===== src/rtl/mem_access_unit_if.sv =====
// Purpose : pipeline-request / word-memory bus seen by mem_access_unit.
// Ports   : req_* pipeline request, stall/rdata/rdata_valid/access_err response,
//           mem_* single-ported word memory (ren/wen/addr/din, combinational dout).
//           slave = the access unit, master = pipeline plus memory side.
interface mem_access_unit_if;
    logic        req_valid;
    logic        req_read;
    logic        req_write;
    logic [1:0]  req_size;
    logic        req_unsigned;
    logic [31:0] req_addr;
    logic [31:0] req_wdata;
    logic        stall;
    logic [31:0] rdata;
    logic        rdata_valid;
    logic        access_err;
    logic        mem_ren;
    logic        mem_wen;
    logic [31:0] mem_addr;
    logic [31:0] mem_din;
    logic [31:0] mem_dout;

    modport slave (
        input  req_valid, req_read, req_write, req_size, req_unsigned,
               req_addr, req_wdata, mem_dout,
        output stall, rdata, rdata_valid, access_err,
               mem_ren, mem_wen, mem_addr, mem_din
    );

    modport master (
        output req_valid, req_read, req_write, req_size, req_unsigned,
               req_addr, req_wdata, mem_dout,
        input  stall, rdata, rdata_valid, access_err,
               mem_ren, mem_wen, mem_addr, mem_din
    );
endinterface


===== src/rtl/mem_access_unit.sv =====
// Purpose : MEM-stage initiator turning lw/lh/lhu/lb/lbu/sw/sh/sb requests into
//           single-ported word-memory transactions (sub-word stores by read-modify-write).
// Ports   : clock, reset (sync, active-high); bus (mem_access_unit_if.slave) carrying
//           the pipeline request/response and the memory ren/wen/addr/din/dout signals.
module mem_access_unit #(
    parameter int unsigned MEM_WORDS_LOG2 = 10
) (
    input  logic                 clock,
    input  logic                 reset,
    mem_access_unit_if.slave     bus
);
    localparam int unsigned AW = MEM_WORDS_LOG2 + 2;   // in-range byte-address width

    typedef enum logic [2:0] {
        S_IDLE, S_LD, S_WR, S_RMW_RD, S_RMW_WR, S_RESP
    } state_e;

    state_e         state_q;
    logic [AW-1:0]  addr_q;
    logic [1:0]     size_q;
    logic           uns_q;
    logic [31:0]    wdata_q;
    logic [31:0]    merge_q;
    logic [31:0]    rdata_q;
    logic           rvalid_q;
    logic           err_q;

    logic           accept_c;
    logic           req_err_c;
    logic [7:0]     lane_b_c;
    logic [15:0]    lane_h_c;
    logic [31:0]    load_c;
    logic [31:0]    merge_c;
    logic           wen_c;

    assign accept_c = (state_q == S_IDLE) && bus.req_valid && (bus.req_read || bus.req_write);

    // Request legality, checked in priority order.
    always_comb begin
        req_err_c = 1'b0;
        if (bus.req_read && bus.req_write)                      req_err_c = 1'b1;
        else if (bus.req_size == 2'd3)                          req_err_c = 1'b1;
        else if (bus.req_size == 2'd1 && bus.req_addr[0])       req_err_c = 1'b1;
        else if (bus.req_size == 2'd2 && bus.req_addr[1:0] != 2'b00) req_err_c = 1'b1;
        else if (bus.req_addr[31:AW] != '0)                     req_err_c = 1'b1;
    end

    // Little-endian lane extraction and sign/zero extension for loads.
    assign lane_b_c = 8'(bus.mem_dout >> {addr_q[1:0], 3'b000});
    assign lane_h_c = 16'(bus.mem_dout >> {addr_q[1], 4'b0000});

    always_comb begin
        case (size_q)
            2'd0:    load_c = uns_q ? {24'd0, lane_b_c} : {{24{lane_b_c[7]}}, lane_b_c};
            2'd1:    load_c = uns_q ? {16'd0, lane_h_c} : {{16{lane_h_c[15]}}, lane_h_c};
            default: load_c = bus.mem_dout;
        endcase
    end

    // Read-modify-write merge: replace the addressed byte/half in the fetched word.
    always_comb begin
        merge_c = bus.mem_dout;
        if (size_q == 2'd0)
            merge_c[{addr_q[1:0], 3'b000} +: 8] = wdata_q[7:0];
        else
            merge_c[{addr_q[1], 4'b0000} +: 16] = wdata_q[15:0];
    end

    always_ff @(posedge clock) begin
        if (reset) begin
            state_q  <= S_IDLE;
            addr_q   <= '0;
            size_q   <= 2'd0;
            uns_q    <= 1'b0;
            wdata_q  <= '0;
            merge_q  <= '0;
            rdata_q  <= '0;
            rvalid_q <= 1'b0;
            err_q    <= 1'b0;
        end else begin
            rvalid_q <= 1'b0;
            case (state_q)
                S_IDLE: begin
                    if (accept_c) begin
                        addr_q  <= bus.req_addr[AW-1:0];
                        size_q  <= bus.req_size;
                        uns_q   <= bus.req_unsigned;
                        wdata_q <= bus.req_wdata;
                        if (req_err_c) begin
                            err_q    <= 1'b1;
                            rdata_q  <= '0;
                            rvalid_q <= 1'b1;
                            state_q  <= S_RESP;
                        end else if (bus.req_read) begin
                            state_q <= S_LD;
                        end else if (bus.req_size == 2'd2) begin
                            state_q <= S_WR;
                        end else begin
                            state_q <= S_RMW_RD;
                        end
                    end
                end
                S_LD: begin
                    rdata_q  <= load_c;
                    rvalid_q <= 1'b1;
                    state_q  <= S_RESP;
                end
                S_WR: begin
                    rvalid_q <= 1'b1;
                    state_q  <= S_RESP;
                end
                S_RMW_RD: begin
                    merge_q <= merge_c;
                    state_q <= S_RMW_WR;
                end
                S_RMW_WR: begin
                    rvalid_q <= 1'b1;
                    state_q  <= S_RESP;
                end
                S_RESP: begin
                    err_q   <= 1'b0;
                    state_q <= S_IDLE;
                end
                default: state_q <= S_IDLE;
            endcase
        end
    end

    // Memory strobes decode from state only; wen is also held off while reset is high.
    assign wen_c = ((state_q == S_WR) || (state_q == S_RMW_WR)) && !reset;

    assign bus.mem_ren  = (state_q == S_LD) || (state_q == S_RMW_RD);
    assign bus.mem_wen  = wen_c;
    assign bus.mem_addr = (state_q == S_IDLE) ? 32'd0 : 32'(addr_q[AW-1:2]);
    assign bus.mem_din  = !wen_c ? 32'd0 : ((state_q == S_WR) ? wdata_q : merge_q);

    // Combinational so the accepting cycle already freezes the pipeline.
    assign bus.stall = accept_c || (state_q == S_LD) || (state_q == S_WR) ||
                       (state_q == S_RMW_RD) || (state_q == S_RMW_WR);

    assign bus.rdata       = rdata_q;
    assign bus.rdata_valid = rvalid_q;
    assign bus.access_err  = err_q;
endmodule

===== src/flat_wrapper.sv =====
// flat-port wrapper written by rule: the top's interface ports become plain ports
module mem_access_unit_flat 
#(
    parameter int unsigned MEM_WORDS_LOG2 = 10
)
  (clock, reset, bus_req_valid, bus_req_read, bus_req_write, bus_req_size, bus_req_unsigned, bus_req_addr, bus_req_wdata, bus_mem_dout, bus_stall, bus_rdata, bus_rdata_valid, bus_access_err, bus_mem_ren, bus_mem_wen, bus_mem_addr, bus_mem_din);
  mem_access_unit_if bus_i ();
  input  logic clock;
  input  logic reset;
  input wire logic [$bits(bus_i.req_valid)-1:0] bus_req_valid;
  input wire logic [$bits(bus_i.req_read)-1:0] bus_req_read;
  input wire logic [$bits(bus_i.req_write)-1:0] bus_req_write;
  input wire logic [$bits(bus_i.req_size)-1:0] bus_req_size;
  input wire logic [$bits(bus_i.req_unsigned)-1:0] bus_req_unsigned;
  input wire logic [$bits(bus_i.req_addr)-1:0] bus_req_addr;
  input wire logic [$bits(bus_i.req_wdata)-1:0] bus_req_wdata;
  input wire logic [$bits(bus_i.mem_dout)-1:0] bus_mem_dout;
  output wire logic [$bits(bus_i.stall)-1:0] bus_stall;
  output wire logic [$bits(bus_i.rdata)-1:0] bus_rdata;
  output wire logic [$bits(bus_i.rdata_valid)-1:0] bus_rdata_valid;
  output wire logic [$bits(bus_i.access_err)-1:0] bus_access_err;
  output wire logic [$bits(bus_i.mem_ren)-1:0] bus_mem_ren;
  output wire logic [$bits(bus_i.mem_wen)-1:0] bus_mem_wen;
  output wire logic [$bits(bus_i.mem_addr)-1:0] bus_mem_addr;
  output wire logic [$bits(bus_i.mem_din)-1:0] bus_mem_din;
  assign bus_i.req_valid = bus_req_valid;
  assign bus_i.req_read = bus_req_read;
  assign bus_i.req_write = bus_req_write;
  assign bus_i.req_size = bus_req_size;
  assign bus_i.req_unsigned = bus_req_unsigned;
  assign bus_i.req_addr = bus_req_addr;
  assign bus_i.req_wdata = bus_req_wdata;
  assign bus_i.mem_dout = bus_mem_dout;
  assign bus_stall = bus_i.stall;
  assign bus_rdata = bus_i.rdata;
  assign bus_rdata_valid = bus_i.rdata_valid;
  assign bus_access_err = bus_i.access_err;
  assign bus_mem_ren = bus_i.mem_ren;
  assign bus_mem_wen = bus_i.mem_wen;
  assign bus_mem_addr = bus_i.mem_addr;
  assign bus_mem_din = bus_i.mem_din;
  mem_access_unit #(.MEM_WORDS_LOG2(MEM_WORDS_LOG2)) u_core (.clock(clock), .reset(reset), .bus(bus_i));
endmodule

===== config.mk =====
export PLATFORM = sky130hd
export DESIGN_NAME = mem_access_unit_flat
export DESIGN_NICKNAME = d
export VERILOG_FILES = /design/src/rtl/mem_access_unit_if.sv /design/src/rtl/mem_access_unit.sv /design/src/flat_wrapper.sv
export SDC_FILE = /design/constraint.sdc
export NUM_CORES = 1
export LEC_CHECK = 0
export ABC_AREA = 1
export CAP_MARGIN = 30
export CORE_MARGIN = 1.5
export CORE_UTILIZATION = 51
export DETAILED_ROUTE_END_ITERATION = 10
export PLACE_DENSITY = 0.95
export RECOVER_POWER = 25
export SYNTH_ARGS = -nofsm -noshare
export SYNTH_HDL_FRONTEND = slang
export SYNTH_SLANG_ARGS = --single-unit

===== constraint.sdc =====
create_clock -name clock -period 5.6 [get_ports clock]
set_input_delay 0.56 -clock clock [delete_from_list [all_inputs] [get_ports clock]]
set_output_delay 0.56 -clock clock [all_outputs]
set_load 0.005 [all_outputs]

==> reports/qor.json, run 1 <==
{
  "p_comb_share_pct": 29.3,
  "detailroute.via_count": 7442,
  "timing.critical_path.cells": "dlygate4sd3_1, clkbuf_1, inv_1, clkbuf_1, o21ai_0, a21oi_1",
  "start_util_pct": 52.0,
  "last_weighted_congestion_value_of_the_routability_driven_placer": 0.985,
  "internal_power_mw": 2.02,
  "tritoncts.num_buffers": 17,
  "design.final.nets": 1207,
  "crit_top_cell": "sky130_fd_sc_hd__clkbuf_1",
  "antenna_violations_before_repair": 0,
  "avgSynthCellArea_um2": 6.78,
  "final_hold_viol_count": 0,
  "arrival_ps": 4930,
  "synthDominantAreaCellType": "sky130_fd_sc_hd__dfxtp_1",
  "synthesis.instances": 959,
  "postCtsSetupBuffers": 0,
  "detailedPlacementHpwl_um": 15500,
  "timing.critical_path.from_type": "primary input",
  "p_clk_share_pct": 38.5,
  "postLayoutCoreUtil_pct": 70.4,
  "global_route_wire_length_before_repair_um": 34200,
  "path_clk_slew_ps": 60,
  "chipHeight_um": 116,
  "gr-total-overflow": 0,
  "synth_enable_flop_cells": 0,
  "crit_path_top_delay_cell": "sky130_fd_sc_hd__clkbuf_1",
  "initialDrtViolationCount": 976,
  "ws_path_type": "primary input to flop",
  "ys.warnings.count": 0,
  "cts.sinks": 116,
  "outcome": "finished with violations",
  "finalClockSkew_ps": 5.46,
  "synth.lib_cells_used.distinct": 38,
  "final_layout_size_suffix_gt1_share_pct": 6.12,
  "drt-wirelength-per-cell_um": 17.1,
  "yosys_register_bits": 116,
  "cts.htree.levels": 4,
  "synth_area_leaders": "sky130_fd_sc_hd__dfxtp_1 36%, sky130_fd_sc_hd__a21oi_1 12%, sky130_fd_sc_hd__nand2_1 8.7%",
  "p_per_area_nw_per_um2": 345,
  "netlist_top_cells_count": "159 x sky130_fd_sc_hd__a21oi_1, 151 x sky130_fd_sc_hd__nand2_1, 116 x sky130_fd_sc_hd__dfxtp_1",
  "asyncSetResetFlopFracSynth_pct": 0,
  "drt_wl_total_um": 21900,
  "maximum_fanout_along_the_worst_path": 80,
  "detailedRoute.firstPassIterationCount": 6,
  "max_stage_delay_ps": 2040,
  "vdd.ir_drop.worst_mv": 0.179,
  "grt.total_usage_pct": 32.7,
  "report.final.setup_viol": 0,
  "max-slew-margin-rel_pct": -90.0,
  "detail_route.drc_violations": 0,
  "antenna_cells": 0,
  "timing_max_transition_violations_final": 177,
  "tritoncts_clock_tree": "built",
  "area_growth_syn_to_layout_pct": 35.4,
  "power.switching_mw": 1.02,
  "synth.cell_area_um2": 6510,
  "cts-root-to-sink-buffers": 2,
  "synth-main-ff-cell": "sky130_fd_sc_hd__dfxtp_1",
  "clock.fmax_ghz": 0.218,
  "routed_via_density": 5.80,
  "floorplan.core_area_um2": 12500,
  "post_route_clock_period_utilization_pct": 82.0,
  "post_cts_hold_buffer_count": 0,
  "postRouteAntennaNets": 0,
  "seq_power_share_pct": 32.2,
  "hold_path.class": "flop to flop",
  "clock-root-buffer": "sky130_fd_sc_hd__clkbuf_16",
  "post_cts_resized": 0,
  "tightestPinTransition_ps": 2850,
  "grt_pass1_vias": 6815,
  "final_period_minus_worst_setup_slack_ps": 4590,
  "worst_ep_required_time_ps": 5930,
  "yosysMostFrequentCell": "sky130_fd_sc_hd__a21oi_1",
  "cellLeakagePower_nw": 3.40,
  "synth.top_cell.area_share_pct": 35.7,
  "fp-row-count": 41,
  "switching_share_pct": 33.6,
  "die_w_um": 116,
  "setup_repair_after_global_routing_missed_its_margin": "false",
  "tns_ps": 0,
  "port_buffers": 182,
  "timing.critical_path.to_type": "flop",
  "synth.yosys.seq_area_share_pct": 35.7,
  "clkLatencyLatePin_ps": 420,
  "violations": "max-capacitance violations, max-slew violations",
  "grt_start_max_net_pins": 81,
  "num_io_pins": 205,
  "total_power_mw": 3.04,
  "design.die.area_um2": 13400,
  "maxCapViolations": 3
}
sequential cells by signal (all words and copies together) (netlist names):
name                    cells
u_core.merge_q             32
u_core.addr_q              12
u_core.bus.rdata_valid      1
u_core.state_q              3
u_core.bus.rdata           32
u_core.uns_q                1
u_core.wdata_q             32
u_core.bus.access_err       1
u_core.size_q               2
stage by stage:
| step | setup WS [ps] | instance area, um^2 | std cells | hold WS, ps |
|---|---|---|---|---|
| final | 1010 | 8810 | 1283 | 454 |
| after global routing | 739 | 8810 | 1283 | 478 |
| after CTS | 1700 | 8820 | 1283 | 458 |
| after detailed placement | 2160 | 8190 | 1251 | 449 |
| after global placement | 2150 | 8160 | 1249 | 441 |
| after floorplan | 3730 | 6590 | 980 | 430 |
critical path: cells and delay by family:
kind | cells | cell delay (ps)
buf+inv | 4 | 3380
compound gates | 2 | 970
power groups by stage:
stage | Sequential, mW | Combinational (mW) | Clock (mW)
6_report | 0.979 | 0.890 | 1.17
2_1_floorplan | 0.979 | 0.588 | 0
3_5_place_dp | 0.994 | 0.867 | 0
5_1_grt | 0.989 | 0.968 | 1.21
3_3_place_gp | 0.994 | 0.840 | 0
4_1_cts | 0.977 | 0.880 | 1.17
layout by cell type, fill, tap and decap left out, types with 22 or more instances in the layout:
cell type and count:
sky130_fd_sc_hd__conb_1 22, sky130_fd_sc_hd__nand2_1 151, sky130_fd_sc_hd__clkdlybuf4s50_1 146, sky130_fd_sc_hd__inv_1 79, sky130_fd_sc_hd__dfxtp_1 116, sky130_fd_sc_hd__o21ai_0 97
sky130_fd_sc_hd__dlygate4sd3_1 36, sky130_fd_sc_hd__nand3_1 76, sky130_fd_sc_hd__nor2_1 66, sky130_fd_sc_hd__a21oi_1 159
path summary, 6_finish.rpt:
path | to | start | depth (start not counted) | slack [ps]
worst min-delay path | u_core.addr_q[6]$_SDFFE_PP0P_ | u_core.addr_q[6]$_SDFFE_PP0P_ | 2 | 450
worst max-delay path | u_core.wdata_q[1]$_SDFFE_PP0P_ | reset | 6 | 1010
worst max register to register | u_core.bus.rdata_valid$_SDFF_PP0_ | u_core.state_q[1]$_SDFFE_PP0P_ | 7 | 1650
worst min register to register | u_core.addr_q[6]$_SDFFE_PP0P_ | u_core.addr_q[6]$_SDFFE_PP0P_ | 2 | 450
metal layers:
metal / GRT usage (%) / share of wire (%)
met4: 15.0 / 3.9
met1: 39.8 / 39
met2: 54.2 / 48
met3: 8.84 / 9.4
met5: 0 / 0
cell families after synthesis:
logic type      share of synthesized area, %
fa+ha+maj                              0.962
compound gates                          28.4
other cells                           0.0576
simple gates                            21.9
flops                                   35.7
buf+inv                                 13.0
area by class of cell:
| type | count | area, um^2 |
|---|---|---|
| timing repair buffer | 191 | 1890 |
| inverter | 85 | 329 |
| multi-input combinational | 687 | 3420 |
| fill | 1037 | 3700 |
| tap | 172 | 215 |
| clock buffer | 20 | 457 |
| sequential | 116 | 2320 |
| clock inverter | 12 | 179 |
No activity file was read; power rests on OpenSTA's default activity.
==> run 2, diff against run 1 <==
--- a/config.mk
+++ b/config.mk
@@ -8,9 +8,9 @@
 export ABC_AREA = 1
 export CAP_MARGIN = 30
 export CORE_MARGIN = 1.5
-export CORE_UTILIZATION = 51
+export CORE_UTILIZATION = 43
 export DETAILED_ROUTE_END_ITERATION = 10
-export PLACE_DENSITY = 0.95
+export PLACE_DENSITY = 0.87
 export RECOVER_POWER = 25
 export SYNTH_ARGS = -nofsm -noshare
 export SYNTH_HDL_FRONTEND = slang
==> constraint.sdc (replaced) <==
create_clock -name clock -period 4 [get_ports clock]
set_input_delay 0.4 -clock clock [delete_from_list [all_inputs] [get_ports clock]]
set_output_delay 0.4 -clock clock [all_outputs]
set_load 0.005 [all_outputs]
==> run 2 against run 1 <==
  * The flow finishes with violations (design-rule violations)
  * Cell count rose by 0.86%
  * Power rose by 33%
  * Utilization fell by 11 points
  * Clock skew rose by 0.62 ps
  * Clock-buffer cell count rose by 6
  * Global-route usage fell by 5.7 points
  * Clock power rose by 24%
  * Highest routed layer unchanged
==> reports/qor.json, run 2 (synthesis results as in run 1) <==
{
  "initialDrtViolationCount": 825,
  "routed_wl_met3_um": 2110,
  "detail_route.drc_violations": 11,
  "clkLatencyLatePin_ps": 420,
  "postCtsSetupBuffers": 0,
  "detailedRoute.firstPassIterationCount": 8,
  "antenna_violations_before_repair": 0,
  "final_layout_size_suffix_gt1_share_pct": 5.77,
  "num_io_pins": 205,
  "final_period_minus_worst_setup_slack_ps": 3650,
  "drt_wl_total_um": 22000,
  "routed_wl_met2_um": 10100,
  "detailroute.via_count": 7267,
  "finalClockSkew_ps": 6.08,
  "dr.max_layer_used": "met4",
  "clock-root-buffer": "sky130_fd_sc_hd__clkbuf_16",
  "die_w_um": 126,
  "floorplan.core_area_um2": 14600,
  "arrival_ps": 3250,
  "outcome": "finished with violations",
  "internal_power_mw": 2.68,
  "cts.sinks": 116,
  "max-slew-margin-rel_pct": 37.2,
  "antenna_cells": 0,
  "detailedPlacementHpwl_um": 15700,
  "post_cts_resized": 0,
  "timing_max_transition_violations_final": 0,
  "port_buffers": 182,
  "fillCellCount": 1340,
  "gr-total-overflow": 0,
  "worst_ep_required_time_ps": 3600,
  "place_inst": 1264,
  "last_weighted_congestion_value_of_the_routability_driven_placer": 0.928,
  "routed_via_density": 5.62,
  "clock.fmax_ghz": 0.274,
  "setup_repair_after_global_routing_missed_its_margin": "false",
  "fp-row-count": 44,
  "final_hold_viol_count": 0,
  "post_route_clock_period_utilization_pct": 91.4,
  "p_clk_share_pct": 36.0,
  "tritoncts.num_buffers": 17,
  "chipHeight_um": 126,
  "hold_path.class": "flop to flop",
  "drt-wirelength-per-cell_um": 17.0,
  "ws_path_type": "flop to primary output",
  "grt_pass1_vias": 6563,
  "tightestPinTransition_ps": 939,
  "tritoncts_clock_tree": "built",
  "timing.critical_path.to_type": "primary output",
  "layout_commonest_cell": "sky130_fd_sc_hd__a21oi_1",
  "start_util_pct": 44.4,
  "grt_start_max_net_pins": 81,
  "vdd.ir_drop.worst_mv": 0.309,
  "p_comb_share_pct": 30.3,
  "layout.cells.most_common_list": "159 x sky130_fd_sc_hd__a21oi_1, 152 x sky130_fd_sc_hd__nand2_1, 148 x sky130_fd_sc_hd__clkdlybuf4s50_1",
  "met1Wirelength_um": 8900,
  "total_power_mw": 4.04,
  "switching_share_pct": 33.5,
  "p_per_area_nw_per_um2": 462,
  "grt.total_usage_pct": 27.1,
  "path_clk_slew_ps": 50,
  "report.final.setup_viol": 0,
  "cellLeakagePower_nw": 3.38,
  "post_cts_hold_buffer_count": 0,
  "maxCapViolations": 0,
  "dpl-instance-area_um2": 8200,
  "cts-root-to-sink-buffers": 2,
  "violations": "design-rule violations",
  "finish.cell_count_without_fillers": 1294,
  "postRouteAntennaNets": 0,
  "seq_power_share_pct": 33.7,
  "design.die.area_um2": 15900,
  "power.switching_mw": 1.35,
  "maximum_fanout_along_the_worst_path": 47,
  "layout.cell_area.non_filler_um2": 8740,
  "area_growth_syn_to_layout_pct": 34.4,
  "tns_ps": 0,
  "global_route_wire_length_before_repair_um": 33800,
  "design.final.nets": 1208,
  "timing.critical_path.from_type": "flop",
  "cts.htree.levels": 4
}
## run 2: cell count changes in the layout (fill, tap and decap cells not counted), moves of 3 or more
cell / delta
sky130_fd_sc_hd__buf_4: +6
sky130_fd_sc_hd__clkinv_4: -3
sky130_fd_sc_hd__bufinv_16: -3
sky130_fd_sc_hd__clkinvlp_4: -3
sky130_fd_sc_hd__clkbuf_8: +4
## run 2: per-layer routing
layer / GRT usage [%] / vias up
met5: 0 / -
met2: 42.8 / 414
li1: - / 3474
met1: 34.1 / 3323
met3: 7.35 / 56
met4: 13.5 / 0
## run 2: worst paths after layout
| path | from | end | slack (ps) | depth (start not counted) |
|---|---|---|---|---|
| worst min register to register | u_core.addr_q[2]$_SDFFE_PP0P_ | u_core.addr_q[2]$_SDFFE_PP0P_ | 450 | 2 |
| worst max register to register | u_core.state_q[1]$_SDFFE_PP0P_ | u_core.wdata_q[1]$_SDFFE_PP0P_ | 850 | 7 |
| worst min-delay path | u_core.addr_q[2]$_SDFFE_PP0P_ | u_core.addr_q[2]$_SDFFE_PP0P_ | 450 | 2 |
| worst max-delay path | u_core.state_q[1]$_SDFFE_PP0P_ | bus_stall | 350 | 6 |
## run 2: layout make-up
type / count / area, um^2 / share of cell area (%)
repair buffers: 192 / 1900 / 21.7
clock buffers: 26 / 519 / 5.94
well taps: 184 / 230 / 2.63
multi-input cells: 687 / 3400 / 38.9
flip-flops and latches: 116 / 2320 / 26.6
clock inverters: 4 / 45.0 / 0.515
inverters: 85 / 329 / 3.76
## run 2: power groups by stage
stage               Clock (mW)  Sequential (mW)  Combinational, mW
global placement             0             1.38               1.21
global route              1.51             1.37               1.35
finish                    1.45             1.36               1.22
floorplan                    0             1.37              0.823
detailed placement           0             1.38               1.22
CTS                       1.46             1.36               1.23
## run 2: through the flow
stage | hold slack (ps) | setup WS [ps] | util, %
CTS | 457 | 425 | 59.8
global placement | 441 | 1040 | 56.0
global route | 487 | 153 | 59.7
detailed placement | 449 | 876 | 56.0
finish | 452 | 346 | 59.7
floorplan | 430 | 2130 | -
## run 2: worst max-delay path, cell delays in order, from the launching register on
cell	delay [ps]
sky130_fd_sc_hd__dfxtp_1	560
sky130_fd_sc_hd__inv_1	180
sky130_fd_sc_hd__nand2_1	110
sky130_fd_sc_hd__nor2_1	720
sky130_fd_sc_hd__nand2_4	470
sky130_fd_sc_hd__nand2_1	260
sky130_fd_sc_hd__clkdlybuf4s50_1	530
==> run 3, diff against run 2 <==
--- a/config.mk
+++ b/config.mk
@@ -7,8 +7,10 @@
 export LEC_CHECK = 0
 export ABC_AREA = 1
 export CAP_MARGIN = 30
+export CORE_ASPECT_RATIO = 1.25
 export CORE_MARGIN = 1.5
 export CORE_UTILIZATION = 43
+export CTS_CLUSTER_SIZE = 8
 export DETAILED_ROUTE_END_ITERATION = 10
 export PLACE_DENSITY = 0.87
 export RECOVER_POWER = 25
==> run 3 against run 2 <==
  * The run now ends clean
  * Global-route usage rose by 0.35 points
  * Combinational power barely moved
  * Via count fell by 0.87%
  * Register-to-register slack barely moved
  * Clock skew barely moved
  * Clock-buffer cell count fell by 5
  * Setup slack got worse by 15 ps
  * Fmax fell by 0.41%
==> reports/qor.json, run 3 (synthesis results as in run 1) <==
{
  "post_cts_resized": 0,
  "cp.depth": 6,
  "worst_ep_required_time_ps": 3600,
  "detailroute.via_count": 7204,
  "layout_commonest_cell": "sky130_fd_sc_hd__a21oi_1",
  "start_util_pct": 43.7,
  "fp-row-count": 50,
  "final_hold_viol_count": 0,
  "timing.critical_path.cells": "inv_1, nand2_1, nor2_4, nand2_1, nand2_1, clkdlybuf4s50_1",
  "reg2regPathDepth": 8,
  "die_w_um": 113,
  "initialDrtViolationCount": 613,
  "maxCapViolations": 0,
  "last_weighted_congestion_value_of_the_routability_driven_placer": 0.946,
  "postCtsSetupBuffers": 0,
  "grt.total_usage_pct": 27.4,
  "clock-root-buffer": "sky130_fd_sc_hd__clkbuf_16",
  "power.switching_mw": 1.38,
  "critical-path-top-delay-family": "simple AND/OR/NAND/NOR gates",
  "hold_depth": 2,
  "outcome": "finished clean",
  "max_stage_delay_ps": 950,
  "final_period_minus_worst_setup_slack_ps": 3670,
  "switching_share_pct": 34.1,
  "p_comb_share_pct": 30.1,
  "grt_start_max_net_pins": 81,
  "postRouteAntennaNets": 0,
  "vdd.ir_drop.worst_mv": 0.238,
  "crit_path_top_delay_cell": "sky130_fd_sc_hd__nand2_1",
  "chipHeight_um": 141,
  "worstReg2RegStart": "u_core.state_q[1]$_SDFFE_PP0P_",
  "tns_ps": 0,
  "tightestPinTransition_ps": 1300,
  "fillCellCount": 1399,
  "post_route_clock_period_utilization_pct": 91.7,
  "path_clk_slew_ps": 50,
  "rrSetupSlack_ps": 860,
  "detail_route.drc_violations": 0,
  "drt-wirelength-per-cell_um": 16.9,
  "final_layout_size_suffix_gt1_share_pct": 6.03,
  "detailedRoute.firstPassIterationCount": 5,
  "seq_power_share_pct": 33.7,
  "hold_path.class": "flop to flop",
  "worstSetupEndpoint": "bus_stall",
  "grt_pass1_vias": 6754,
  "layout.cell_area.non_filler_um2": 8750,
  "report.final.setup_viol": 0,
  "cts.htree.levels": 4,
  "cts.sinks": 116,
  "tritoncts.num_buffers": 17,
  "capturing_point_of_the_worst_reg2reg_path": "u_core.bus.rdata[12]$_SDFFE_PP0P_",
  "design.die.area_um2": 15900,
  "post_cts_hold_buffer_count": 0,
  "cts-root-to-sink-buffers": 2,
  "routed_via_density": 5.56,
  "setup_repair_after_global_routing_missed_its_margin": "false",
  "clock.fmax_ghz": 0.273,
  "p_per_area_nw_per_um2": 463,
  "global_route_wire_length_before_repair_um": 34500,
  "worst_setup_path_startpoint": "u_core.state_q[1]$_SDFFE_PP0P_",
  "layout.cells.most_common_list": "159 x sky130_fd_sc_hd__a21oi_1, 153 x sky130_fd_sc_hd__nand2_1, 148 x sky130_fd_sc_hd__clkdlybuf4s50_1",
  "num_io_pins": 205,
  "gr-total-overflow": 0,
  "arrival_ps": 3270,
  "antenna_violations_before_repair": 1,
  "drt_wl_total_um": 22000,
  "ws_path_type": "flop to primary output",
  "timing.critical_path.from_type": "flop",
  "timing.critical_path.to_type": "primary output",
  "cellLeakagePower_nw": 3.37,
  "design.final.nets": 1208,
  "internal_power_mw": 2.67,
  "tritoncts_clock_tree": "built",
  "area_growth_syn_to_layout_pct": 34.5,
  "timing_max_transition_violations_final": 0,
  "port_buffers": 182,
  "detailedPlacementHpwl_um": 15800,
  "floorplan.core_area_um2": 14900,
  "max-slew-margin-rel_pct": 13.1,
  "finalClockSkew_ps": 6.49,
  "critical_path.n_buffers_inverters": 2,
  "dpl-instance-area_um2": 8190,
  "clkLatencyLatePin_ps": 420,
  "crit_top_cell": "sky130_fd_sc_hd__nand2_1",
  "p_clk_share_pct": 36.2,
  "maximum_fanout_along_the_worst_path": 41
}
-- run 3: changes by cell type in the layout (fill, tap and decap cells not counted), sizes merged --
cell / delta
clkbuf: -5
clkinv: +5
clkinvlp: +2
diode: +2
bufinv: +1
inv: -1
-- run 3: layout make-up --
type                    count  area, um^2  share of cell area [%]
diodes                      2        5.00                  0.0572
clock buffers              21         450                    5.15
clock inverters            11         110                    1.26
well taps                 182         228                    2.60
multi-input cells         687        3410                    38.9
repair buffers            192        1900                    21.7
inverters                  85         329                    3.76
flip-flops and latches    116        2320                    26.5
-- run 3: how the worst min path moves through the flow --
| stage | start | to |
|---|---|---|
| floorplan | u_core.addr_q[10]$_SDFFE_PP0P_ | u_core.addr_q[10]$_SDFFE_PP0P_ |
| global placement | u_core.addr_q[3]$_SDFFE_PP0P_ | u_core.addr_q[3]$_SDFFE_PP0P_ |
| detailed placement | u_core.addr_q[10]$_SDFFE_PP0P_ | u_core.addr_q[10]$_SDFFE_PP0P_ |
| CTS | u_core.addr_q[10]$_SDFFE_PP0P_ | u_core.addr_q[10]$_SDFFE_PP0P_ |
| global route | u_core.addr_q[5]$_SDFFE_PP0P_ | u_core.addr_q[5]$_SDFFE_PP0P_ |
| finish | u_core.addr_q[10]$_SDFFE_PP0P_ | u_core.addr_q[10]$_SDFFE_PP0P_ |
-- run 3: metrics by stage --
stage	util [%]	hold slack [ps]	instances	worst slack, ps	total power, mW
5_1_grt	58.7	470	1295	189	4.26
4_1_cts	58.8	453	1294	500	4.07
3_3_place_gp	55.0	442	1262	1130	2.59
3_5_place_dp	55.0	447	1262	975	2.61
2_1_floorplan	-	430	980	2130	2.19
6_report	58.8	452	1296	331	4.05
-- run 3: power groups by stage --
stage	Combinational [mW]	Sequential (mW)	Clock, mW
2_1_floorplan	0.823	1.37	0
3_3_place_gp	1.20	1.38	0
3_5_place_dp	1.22	1.39	0
4_1_cts	1.23	1.36	1.48
5_1_grt	1.34	1.38	1.54
6_report	1.22	1.36	1.47
-- run 3: worst register-to-register path: stages (launching register included) --
cell and delay, ps:
sky130_fd_sc_hd__dfxtp_1 750, sky130_fd_sc_hd__inv_1 130, sky130_fd_sc_hd__nand2_1 180, sky130_fd_sc_hd__nor2_4 100
sky130_fd_sc_hd__nand2_1 960, sky130_fd_sc_hd__inv_4 270, sky130_fd_sc_hd__nand2_4 390, sky130_fd_sc_hd__nand3_1 140
sky130_fd_sc_hd__a21oi_1 150
-- run 3: metal layers --
layer  GRT usage [%]  vias up  share of wire, %
met5               0        -                 0
met3            5.15       73               6.8
met4            14.5        0               4.3
met1            34.6     3310                41
li1                -     3486                 -
met2            44.4      335                48
